### config.mk
export PLATFORM = sky130hd
export DESIGN_NAME = rv_multicycle_ctrl_flat
export DESIGN_NICKNAME = d
export VERILOG_FILES = /design/src/rtl/rv_pkg.sv /design/src/rtl/rv_multicycle_ctrl_if.sv /design/src/rtl/rv_ctrl_decode.sv /design/src/rtl/rv_multicycle_ctrl.sv /design/src/flat_wrapper.sv
export SDC_FILE = /design/constraint.sdc
export NUM_CORES = 1
export LEC_CHECK = 0
export CORE_ASPECT_RATIO = 0.6
export CORE_MARGIN = 2
export CORE_UTILIZATION = 31
export DETAILED_ROUTE_END_ITERATION = 10
export PLACE_DENSITY = 0.72
export REMOVE_ABC_BUFFERS = 1
export SYNTH_ARGS = -nofsm -noshare
export SYNTH_HDL_FRONTEND = slang
export SYNTH_SLANG_ARGS = --single-unit
### constraint.sdc
create_clock -name clk -period 2.85 [get_ports clk]
set_input_delay 0.855 -clock clk [delete_from_list [all_inputs] [get_ports clk]]
set_output_delay 0.855 -clock clk [all_outputs]
set_load 0.01 [all_outputs]
### src/rtl/rv_pkg.sv
// Shared encodings for the RV32I multicycle controller: opcodes, FSM states,
// instruction classes and datapath mux select codes.
package rv_pkg;

  localparam logic [6:0] OpR      = 7'b0110011;
  localparam logic [6:0] OpImm    = 7'b0010011;
  localparam logic [6:0] OpLoad   = 7'b0000011;
  localparam logic [6:0] OpStore  = 7'b0100011;
  localparam logic [6:0] OpBranch = 7'b1100011;
  localparam logic [6:0] OpJalr   = 7'b1100111;
  localparam logic [6:0] OpJal    = 7'b1101111;
  localparam logic [6:0] OpLui    = 7'b0110111;
  localparam logic [6:0] OpAuipc  = 7'b0010111;

  typedef enum logic [2:0] {
    StFetch, StDecode, StExec, StMem, StWb, StTrap
  } state_e;

  typedef enum logic [3:0] {
    ClsR, ClsImm, ClsLoad, ClsStore, ClsBranch, ClsJal, ClsJalr, ClsLui, ClsAuipc, ClsIllegal
  } cls_e;

  localparam logic [1:0] PcSelPc4 = 2'd0;
  localparam logic [1:0] PcSelAlu = 2'd1;
  localparam logic [1:0] PcSelImm = 2'd2;

  localparam logic [1:0] AluASrcRs1  = 2'd0;
  localparam logic [1:0] AluASrcPc   = 2'd1;
  localparam logic [1:0] AluASrcZero = 2'd2;

  localparam logic AluBSrcRs2 = 1'b0;
  localparam logic AluBSrcImm = 1'b1;

  localparam logic [1:0] WbSelAlu = 2'd0;
  localparam logic [1:0] WbSelMem = 2'd1;
  localparam logic [1:0] WbSelPc4 = 2'd2;

  localparam logic [3:0] AluAdd = 4'b0000;

endpackage

### src/rtl/rv_multicycle_ctrl_if.sv
// Controller <-> datapath/memory bundle. master = controller side,
// slave = datapath and memory side.
interface rv_multicycle_ctrl_if;
  logic [31:0] inst;
  logic        branch_taken;
  logic        mem_ready;
  logic        mem_req;
  logic        mem_we;
  logic        mem_addr_sel;
  logic        ir_we;
  logic        pc_we;
  logic [1:0]  pc_sel;
  logic [1:0]  alu_src_a;
  logic        alu_src_b;
  logic [3:0]  alu_op;
  logic        reg_we;
  logic [1:0]  wb_sel;
  logic        halted;

  modport master (
    input  inst, branch_taken, mem_ready,
    output mem_req, mem_we, mem_addr_sel, ir_we, pc_we, pc_sel,
           alu_src_a, alu_src_b, alu_op, reg_we, wb_sel, halted
  );

  modport slave (
    output inst, branch_taken, mem_ready,
    input  mem_req, mem_we, mem_addr_sel, ir_we, pc_we, pc_sel,
           alu_src_a, alu_src_b, alu_op, reg_we, wb_sel, halted
  );
endinterface

### src/rtl/rv_ctrl_decode.sv
// Combinational IR opcode -> instruction class, plus an illegal flag that the
// immediate generator's checks can share.
module rv_ctrl_decode
  import rv_pkg::*;
(
  input  logic [31:0] inst,
  output cls_e        cls,
  output logic        illegal
);

  always_comb begin
    cls = ClsIllegal;
    unique case (inst[6:0])
      OpR:      cls = ClsR;
      OpImm:    cls = ClsImm;
      OpLoad:   cls = ClsLoad;
      OpStore:  cls = ClsStore;
      OpBranch: cls = ClsBranch;
      OpJal:    cls = ClsJal;
      OpJalr:   cls = ClsJalr;
      OpLui:    cls = ClsLui;
      OpAuipc:  cls = ClsAuipc;
      default:  cls = ClsIllegal;
    endcase
    illegal = (cls == ClsIllegal);
  end

endmodule

### src/rtl/rv_multicycle_ctrl.sv
// Multicycle RV32I control FSM with a memory-wait watchdog.
// Define RV_CTRL_PERF_CNT_EN to add cycle_cnt / instret_cnt performance counters.
module rv_multicycle_ctrl
  import rv_pkg::*;
#(
  parameter int unsigned MEM_TIMEOUT = 16,
  parameter int unsigned CNT_W       = 32
) (
  input  logic                  clk,
  input  logic                  rst_n,
  rv_multicycle_ctrl_if.master  bus
`ifdef RV_CTRL_PERF_CNT_EN
  ,
  output logic [CNT_W-1:0]      cycle_cnt,
  output logic [CNT_W-1:0]      instret_cnt
`endif
);

  localparam int unsigned WdW = (MEM_TIMEOUT > 1) ? $clog2(MEM_TIMEOUT) : 1;
  localparam logic [WdW-1:0] WdLast = WdW'(MEM_TIMEOUT - 1);

  state_e         state_q, state_d;
  logic           live_q;
  logic [WdW-1:0] wd_q, wd_d;
  cls_e           cls;
  logic           illegal;
  logic [1:0]     alu_a;
  logic           alu_b;
  logic [3:0]     alu_op;

  rv_ctrl_decode u_decode (
    .inst    (bus.inst),
    .cls     (cls),
    .illegal (illegal)
  );

  // ALU selects are held through MEM/WB because the ALU result is combinational.
  always_comb begin
    alu_a  = AluASrcRs1;
    alu_b  = AluBSrcRs2;
    alu_op = AluAdd;
    unique case (cls)
      ClsR:   alu_op = {bus.inst[30], bus.inst[14:12]};
      ClsImm: begin
        alu_b  = AluBSrcImm;
        alu_op = {(bus.inst[14:12] == 3'b101) & bus.inst[30], bus.inst[14:12]};
      end
      ClsLoad, ClsStore, ClsJalr: alu_b = AluBSrcImm;
      ClsLui: begin
        alu_a = AluASrcZero;
        alu_b = AluBSrcImm;
      end
      ClsAuipc: begin
        alu_a = AluASrcPc;
        alu_b = AluBSrcImm;
      end
      default: ;
    endcase
  end

  always_comb begin
    state_d          = state_q;
    bus.mem_req      = 1'b0;
    bus.mem_we       = 1'b0;
    bus.mem_addr_sel = 1'b0;
    bus.ir_we        = 1'b0;
    bus.pc_we        = 1'b0;
    bus.pc_sel       = PcSelPc4;
    bus.alu_src_a    = AluASrcRs1;
    bus.alu_src_b    = AluBSrcRs2;
    bus.alu_op       = AluAdd;
    bus.reg_we       = 1'b0;
    bus.wb_sel       = WbSelAlu;
    bus.halted       = 1'b0;
    // The first cycle after reset is quiet so an abandoned request drops at once.
    if (live_q) begin
      unique case (state_q)
        StFetch: begin
          bus.mem_req = 1'b1;
          if (bus.mem_ready) begin
            bus.ir_we = 1'b1;
            state_d   = StDecode;
          end
        end
        StDecode: state_d = illegal ? StTrap : StExec;
        StExec: begin
          bus.alu_src_a = alu_a;
          bus.alu_src_b = alu_b;
          bus.alu_op    = alu_op;
          unique case (cls)
            ClsR, ClsImm, ClsLui, ClsAuipc: state_d = StWb;
            ClsLoad, ClsStore:              state_d = StMem;
            ClsBranch: begin
              bus.pc_we  = 1'b1;
              bus.pc_sel = bus.branch_taken ? PcSelImm : PcSelPc4;
              state_d    = StFetch;
            end
            ClsJal: begin
              bus.pc_we  = 1'b1;
              bus.pc_sel = PcSelImm;
              state_d    = StWb;
            end
            ClsJalr: begin
              bus.pc_we  = 1'b1;
              bus.pc_sel = PcSelAlu;
              state_d    = StWb;
            end
            default: state_d = StTrap;
          endcase
        end
        StMem: begin
          bus.alu_src_a    = alu_a;
          bus.alu_src_b    = alu_b;
          bus.alu_op       = alu_op;
          bus.mem_req      = 1'b1;
          bus.mem_addr_sel = 1'b1;
          bus.mem_we       = (cls == ClsStore);
          if (bus.mem_ready) begin
            bus.pc_we = 1'b1;
            if (cls == ClsLoad) begin
              bus.reg_we = 1'b1;
              bus.wb_sel = WbSelMem;
            end
            state_d = StFetch;
          end
        end
        StWb: begin
          bus.alu_src_a = alu_a;
          bus.alu_src_b = alu_b;
          bus.alu_op    = alu_op;
          bus.reg_we    = 1'b1;
          if (cls == ClsJal || cls == ClsJalr) begin
            bus.wb_sel = WbSelPc4;
          end else begin
            bus.pc_we = 1'b1;
          end
          state_d = StFetch;
        end
        StTrap:  bus.halted = 1'b1;
        default: state_d = StTrap;
      endcase
    end

    if (MEM_TIMEOUT != 0 && bus.mem_req && !bus.mem_ready && wd_q == WdLast) begin
      state_d = StTrap;
    end

    if (MEM_TIMEOUT == 0 || !bus.mem_req || bus.mem_ready || state_d != state_q) begin
      wd_d = '0;
    end else begin
      wd_d = wd_q + 1'b1;
    end
  end

  always_ff @(posedge clk) begin
    if (!rst_n) begin
      state_q <= StFetch;
      live_q  <= 1'b0;
      wd_q    <= '0;
    end else begin
      state_q <= state_d;
      live_q  <= 1'b1;
      wd_q    <= wd_d;
    end
  end

`ifdef RV_CTRL_PERF_CNT_EN
  logic [CNT_W-1:0] cycle_cnt_q, instret_cnt_q;

  always_ff @(posedge clk) begin
    if (!rst_n) begin
      cycle_cnt_q   <= '0;
      instret_cnt_q <= '0;
    end else begin
      if (state_q != StTrap) cycle_cnt_q <= cycle_cnt_q + 1'b1;
      if (state_d == StFetch && (state_q == StExec || state_q == StMem || state_q == StWb)) begin
        instret_cnt_q <= instret_cnt_q + 1'b1;
      end
    end
  end

  assign cycle_cnt   = cycle_cnt_q;
  assign instret_cnt = instret_cnt_q;
`endif

endmodule
### src/flat_wrapper.sv
// flat-port wrapper written by rule: the top's interface ports become plain ports
module rv_multicycle_ctrl_flat import rv_pkg::*;
#(
  parameter int unsigned MEM_TIMEOUT = 16,
  parameter int unsigned CNT_W       = 32
)
  (clk, rst_n, bus_inst, bus_branch_taken, bus_mem_ready, bus_mem_req, bus_mem_we, bus_mem_addr_sel, bus_ir_we, bus_pc_we, bus_pc_sel, bus_alu_src_a, bus_alu_src_b, bus_alu_op, bus_reg_we, bus_wb_sel, bus_halted);
  rv_multicycle_ctrl_if bus_i ();
  input  logic clk;
  input  logic rst_n;
  input wire logic [$bits(bus_i.inst)-1:0] bus_inst;
  input wire logic [$bits(bus_i.branch_taken)-1:0] bus_branch_taken;
  input wire logic [$bits(bus_i.mem_ready)-1:0] bus_mem_ready;
  output wire logic [$bits(bus_i.mem_req)-1:0] bus_mem_req;
  output wire logic [$bits(bus_i.mem_we)-1:0] bus_mem_we;
  output wire logic [$bits(bus_i.mem_addr_sel)-1:0] bus_mem_addr_sel;
  output wire logic [$bits(bus_i.ir_we)-1:0] bus_ir_we;
  output wire logic [$bits(bus_i.pc_we)-1:0] bus_pc_we;
  output wire logic [$bits(bus_i.pc_sel)-1:0] bus_pc_sel;
  output wire logic [$bits(bus_i.alu_src_a)-1:0] bus_alu_src_a;
  output wire logic [$bits(bus_i.alu_src_b)-1:0] bus_alu_src_b;
  output wire logic [$bits(bus_i.alu_op)-1:0] bus_alu_op;
  output wire logic [$bits(bus_i.reg_we)-1:0] bus_reg_we;
  output wire logic [$bits(bus_i.wb_sel)-1:0] bus_wb_sel;
  output wire logic [$bits(bus_i.halted)-1:0] bus_halted;
  assign bus_i.inst = bus_inst;
  assign bus_i.branch_taken = bus_branch_taken;
  assign bus_i.mem_ready = bus_mem_ready;
  assign bus_mem_req = bus_i.mem_req;
  assign bus_mem_we = bus_i.mem_we;
  assign bus_mem_addr_sel = bus_i.mem_addr_sel;
  assign bus_ir_we = bus_i.ir_we;
  assign bus_pc_we = bus_i.pc_we;
  assign bus_pc_sel = bus_i.pc_sel;
  assign bus_alu_src_a = bus_i.alu_src_a;
  assign bus_alu_src_b = bus_i.alu_src_b;
  assign bus_alu_op = bus_i.alu_op;
  assign bus_reg_we = bus_i.reg_we;
  assign bus_wb_sel = bus_i.wb_sel;
  assign bus_halted = bus_i.halted;
  rv_multicycle_ctrl #(.MEM_TIMEOUT(MEM_TIMEOUT), .CNT_W(CNT_W)) u_core (.clk(clk), .rst_n(rst_n), .bus(bus_i));
endmodule
==> metrics, run 1 <==
GRT overflow=0; final instance area=0.00152 mm²; Synth area leader=dfxtp_1; max_cap viols=0; Layout Skew=between 0.005 and 0.006 ns; final hold viol count=0; crit share post-route=0.989; Overall Power=approximately 420 µW; Longest Clk Path Bufs=2; CP Data Required Time=approximately 2 ns; n_diodes=0; pin count of the biggest net entering global routing=11; WL/cell=roughly 17 µm; root buf cell=clkbuf_8; smallest hold slack=0.470 ns; DR DRC count=0; status=completed; RSZ-0062 raised after global routing=yes; PD cells=~280 mW/mm²; Peak VDD IR=0.155 mV; kind of critical path=primary input to output pin; Synth Flop Type=dfxtp_1; f_max=between 0.3 and 0.4 GHz; CP Data Arrival Time=around 2.0 ns; Iter 0 DRT Violations=70; first-pass GRT wire length=approximately 5.4 mm; die area=around 0.0030 mm²; worst skew pair latency=0.23 ns; Reg clk slew, reported paths=about 0.04 ns; worst-path fanout max=4; Mapped Cells=108; Vias per Instance=about 5.6; Post-DRT Antenna Nets=0; CP startpoint kind=primary input; clk sinks=8; TritonCTS clock tree=yes; number of global-route vias before repair=1,130; placed cell areas=0.00130 mm²; synth top area cells=dfxtp_1, o21ai_0, nor2_1; final slew viol count=0; most used cell, CP=nand3b_1; IO Port Bufs=32; FILL cells=between 150 and 200; initial antenna violation count=0; core area=0.00247 mm²; Yosys cell types=approximately 40; Leak=~0.65 nW; HP Class=flop to flop; WP buf/inv=3; routability congestion estimate=0.852; Netlist Area Pre-Place=roughly 800 µm²; H-tree levels=1; sequential-to-total area share from yosys stat=0.201; DIE HEIGHT=between 40 and 50 µm; nature of the critical path endpoint=output pin; Routed WL=3.47 mm; slew margin rel.=0.735; Starting Density=0.323; fin crit period=between 2 and 3 ns; Slew @ Worst Pin=0.395 ns; CTS Buf Count=3; share of cells above drive strength 1=0.482; most frequent cells in the layout=buf_4, buf_2, buf_6; CP max stage cell=nand3b_1; die width=about 69 µm; Rows=14; Cell Chain, Critical Path=buf_8, nand3b_1, nand3b_1, nor3_2, buf_4, and3_4, buf_6; yosys warns=0; Area Growth Syn to Fin=90.6%; #FFs+latches synth=8; layout net count=roughly 210; Initial DRT Pass Iterations=4; Setup TNS=0 ns; DP HPWL=between 2 and 2.5 mm; asr flop ratio synth=0; area share of the largest cell type after synthesis=0.201; Layout Utilization=0.615; Crit path largest cell delay=0.24 ns; final setup vio count=0; mean post-synth cell area=between 7 and 8 µm²; Post-synth EDFFs=0; total number of vias=between 1,000 and 1,500; Crit path max-delay family=simple AND/OR/NAND/NOR gates; Total Routing Usage GR=0.236; most common cell after layout, fill and taps aside=buf_4; I/O Pins=54
[what timing repair did]
item | CTS | global route
gates resized for setup | 96 | 31
pin swaps | 7 | 6
buffers inserted | 8 | 2
hold buffers | 0 | 0
endpoints found under the setup margin | 15 | 12
[state kept, by name, indices dropped and copies added, names as in the netlist]
register	cells
u_core.state_q	3
u_core.wd_q	4
u_core.live_q	1
[synthesized netlist by cell type (4+ instances only)]
master	number
nor2_1	9
a21oi_1	4
nand3_1	4
dfxtp_1	8
nor4_1	4
o21ai_0	8
nor3_1	4
inv_1	5
and3_1	4
and2_1	4
nand2_1	5
nand3b_1	4
[cell type report]
cell class	count	area, µm²	share of cell area
clock buffers	3	41.3	0.0272
inverters	5	23.8	0.0157
multi-input cells	87	714	0.470
flip-flops and latches	8	160	0.105
well taps	32	40.0	0.0264
repair buffers	65	539	0.355
[worst register-to-register path: stages, from the launching register on]
cell and delay [ns]:
dfxtp_1 0.44, buf_4 0.21, xor2_1 0.19, nor4_1 0.09, a311oi_1 0.39, a21oi_1 0.15
[power by group]
| part | leakage [nW] | switching, mW | total [mW] | internal (mW) |
|---|---|---|---|---|
| combinational | 0.567 | 0.0728 | 0.153 | 0.0800 |
| clock | 0.0216 | 0.0502 | 0.142 | 0.0920 |
| sequential | 0.0656 | 0.00701 | 0.124 | 0.117 |
[stage by stage]
stage | instances | setup slack, ns
2_1_floorplan | 100 | 0.148
3_3_place_gp | 190 | -0.808
3_5_place_dp | 190 | -0.884
4_1_cts | 200 | -0.0212
5_1_grt | 200 | -0.0278
6_report | 200 | 0.0308
[cell families after synthesis]
family,count (synthesis),share of synthesized area
AOI/OAI and AO/OA,21,0.168
xor gates and xnor gates,3,0.0330
and+or+nand+nor,62,0.498
buffers and inverters,13,0.0848
DFF,8,0.201
adders and majority gates,1,0.0157
[routing by layer]
metal | global-route usage | part of all wire | up-vias | wire (µm)
met5 | 0 | 0 | - | 0
met4 | 0.125 | 0.039 | 0 | 134
met3 | 0.0404 | 0.062 | 17 | 215
met2 | 0.421 | 0.49 | 64 | 1710
met1 | 0.275 | 0.41 | 524 | 1410
li1 | - | - | 524 | -
[worst paths after layout]
kind	startpoint	to	slack, ns	cells past startpoint
hold / removal	u_core.wd_q[0]	u_core.wd_q[0]	0.47	1
setup / recovery	bus_inst[3]	bus_alu_op[3]	0.03	7
setup reg to reg	u_core.state_q[0]	u_core.state_q[2]	1.24	5
hold reg to reg	u_core.wd_q[0]	u_core.wd_q[0]	0.47	1
Note: power is estimated with default switching activity, not from simulation.
==> run 2, diff against run 1 <==
Settings changed: REMOVE_ABC_BUFFERS 1 to default.
==> metrics, run 2 (synthesized netlist as in run 1, its figures left out) <==
status=completed; I/O Pins=54; Slew @ Worst Pin=0.508 ns; biggest regs=u_core.wd_q x4, u_core.state_q x3, u_core.live_q x1; clk sinks=8; Iter 0 DRT Violations=86; kind of critical path=primary input to output pin; Leak=~0.64 nW; Setup TNS=0 ns; Layout Skew=approximately 0.0031 ns; Routed WL=between 3 and 4 mm; total number of vias=~1,200; smallest hold slack=roughly 0.5 ns; share of cells above drive strength 1=0.503; GRT overflow=0; die width=approximately 69 µm; DP HPWL=roughly 2.3 mm; slew margin rel.=0.658; fin crit period=~2.8 ns; H-tree levels=1; min-delay src=u_core.wd_q[0]; DR DRC count=0; die area=about 0.0030 mm²; number of global-route vias before repair=approximately 1,200; Starting Density=0.323; final hold viol count=0; FF-to-FF Start=u_core.state_q[2]; Vias per Instance=~5.7; Rows=14; f_max=0.355 GHz; CP Data Arrival Time=1.96 ns; worst skew pair latency=between 0.2 and 0.25 ns; n_diodes=0; CP startpoint kind=primary input; worst-path fanout max=4; crit share post-route=0.989; IO Port Bufs=32; routability congestion estimate=0.880; Post-DRT Antenna Nets=0; layout net count=210; Total Routing Usage GR=0.218; Longest Clk Path Bufs=2; post-synthesis net count=between 100 and 150; max reg flops=4; Peak VDD IR=approximately 0.16 mV; RSZ-0062 raised after global routing=yes; Initial DRT Pass Iterations=5; initial antenna violation count=0; nature of the critical path endpoint=output pin; Area Growth Syn to Fin=85.7%; Reg clk slew, reported paths=about 0.040 ns; CTS Buf Count=3; most common cell after layout, fill and taps aside=buf_4; PD cells=approximately 280 mW/mm²; most frequent cells in the layout=buf_4, buf_2, clkdlybuf4s50_1; CP Data Required Time=2.00 ns; WL/cell=16.7 µm; first-pass GRT wire length=about 5.1 mm; final setup vio count=0; max_cap viols=0; CP Launch Point=bus_inst[3]; core area=about 0.0025 mm²; pin count of the biggest net entering global routing=11; HP Class=flop to flop; final slew viol count=0; Reg with most FFs=u_core.wd_q; DIE HEIGHT=approximately 43 µm; TritonCTS clock tree=yes; root buf cell=clkbuf_8
==> run 2: changes by cell type in the layout (fill, tap and decap cells not counted), moves of 2 or more <==
cell,before,now
and2_1,4,1
and2_4,0,3
buf_4,25,32
buf_6,12,8
clkbuf_2,1,3
clkdlybuf4s15_1,2,0
nand2b_1,1,3
nand2b_4,2,0
==> run 2: per-stage QoR <==
step / cells / power [mW] / utilization / instance area (µm²) / setup slack [ns]
after detailed placement: 194 / 0.251 / 0.540 / 1330 / -0.881
after floorplan: 108 / 0.180 / - / 797 / 0.0257
after CTS: 202 / 0.397 / 0.580 / 1430 / 0.00324
final: 203 / 0.408 / 0.599 / 1480 / 0.0303
after global placement: 194 / 0.246 / 0.540 / 1330 / -0.859
after global routing: 203 / 0.421 / 0.599 / 1480 / -0.0387
==> run 2: worst paths after layout <==
| check | to | slack, ns | cells past startpoint |
|---|---|---|---|
| setup / recovery | bus_alu_op[3] | 0.03 | 7 |
| hold / removal | u_core.wd_q[0] | 0.49 | 1 |
| setup reg to reg | u_core.state_q[1] | 1.18 | 6 |
| hold reg to reg | u_core.wd_q[0] | 0.49 | 1 |
==> run 2: repair_timing <==
action | 4_1_cts | 5_1_grt
gates resized for setup | 98 | 24
endpoints found under the setup margin | 15 | 12
buffers inserted | 5 | 1
hold buffers | 0 | 0
pin swaps | 7 | 3
==> run 2: routing by layer <==
layer  part of all wire  vias up  GRT usage
met2               0.50       62      0.371
li1                   -      531          -
met5                  0        -          0
met3              0.062       10     0.0451
met4              0.030        0      0.125
met1               0.41      550      0.259
==> run 2: final cells by class <==
type | instances | area [µm²]
inverters | 5 | 18.8
repair buffers | 68 | 531
clock buffers | 3 | 41.3
well taps | 32 | 40.0
multi-input cells | 87 | 689
flip-flops and latches | 8 | 160
fillers | 213 | 990
==> run 2: power by group <==
group | total, mW | switching, mW | internal, mW
clock | 0.137 | 0.0457 | 0.0916
sequential | 0.125 | 0.00782 | 0.117
combinational | 0.146 | 0.0692 | 0.0768
total | 0.408 | 0.123 | 0.286
==> run 2: worst max-delay path: stages <==
cell	delay (ns)
buf_8	0.10
nand3b_1	0.18
nand3b_1	0.26
nor3_2	0.15
buf_4	0.15
and3_4	0.17
buf_6	0.10
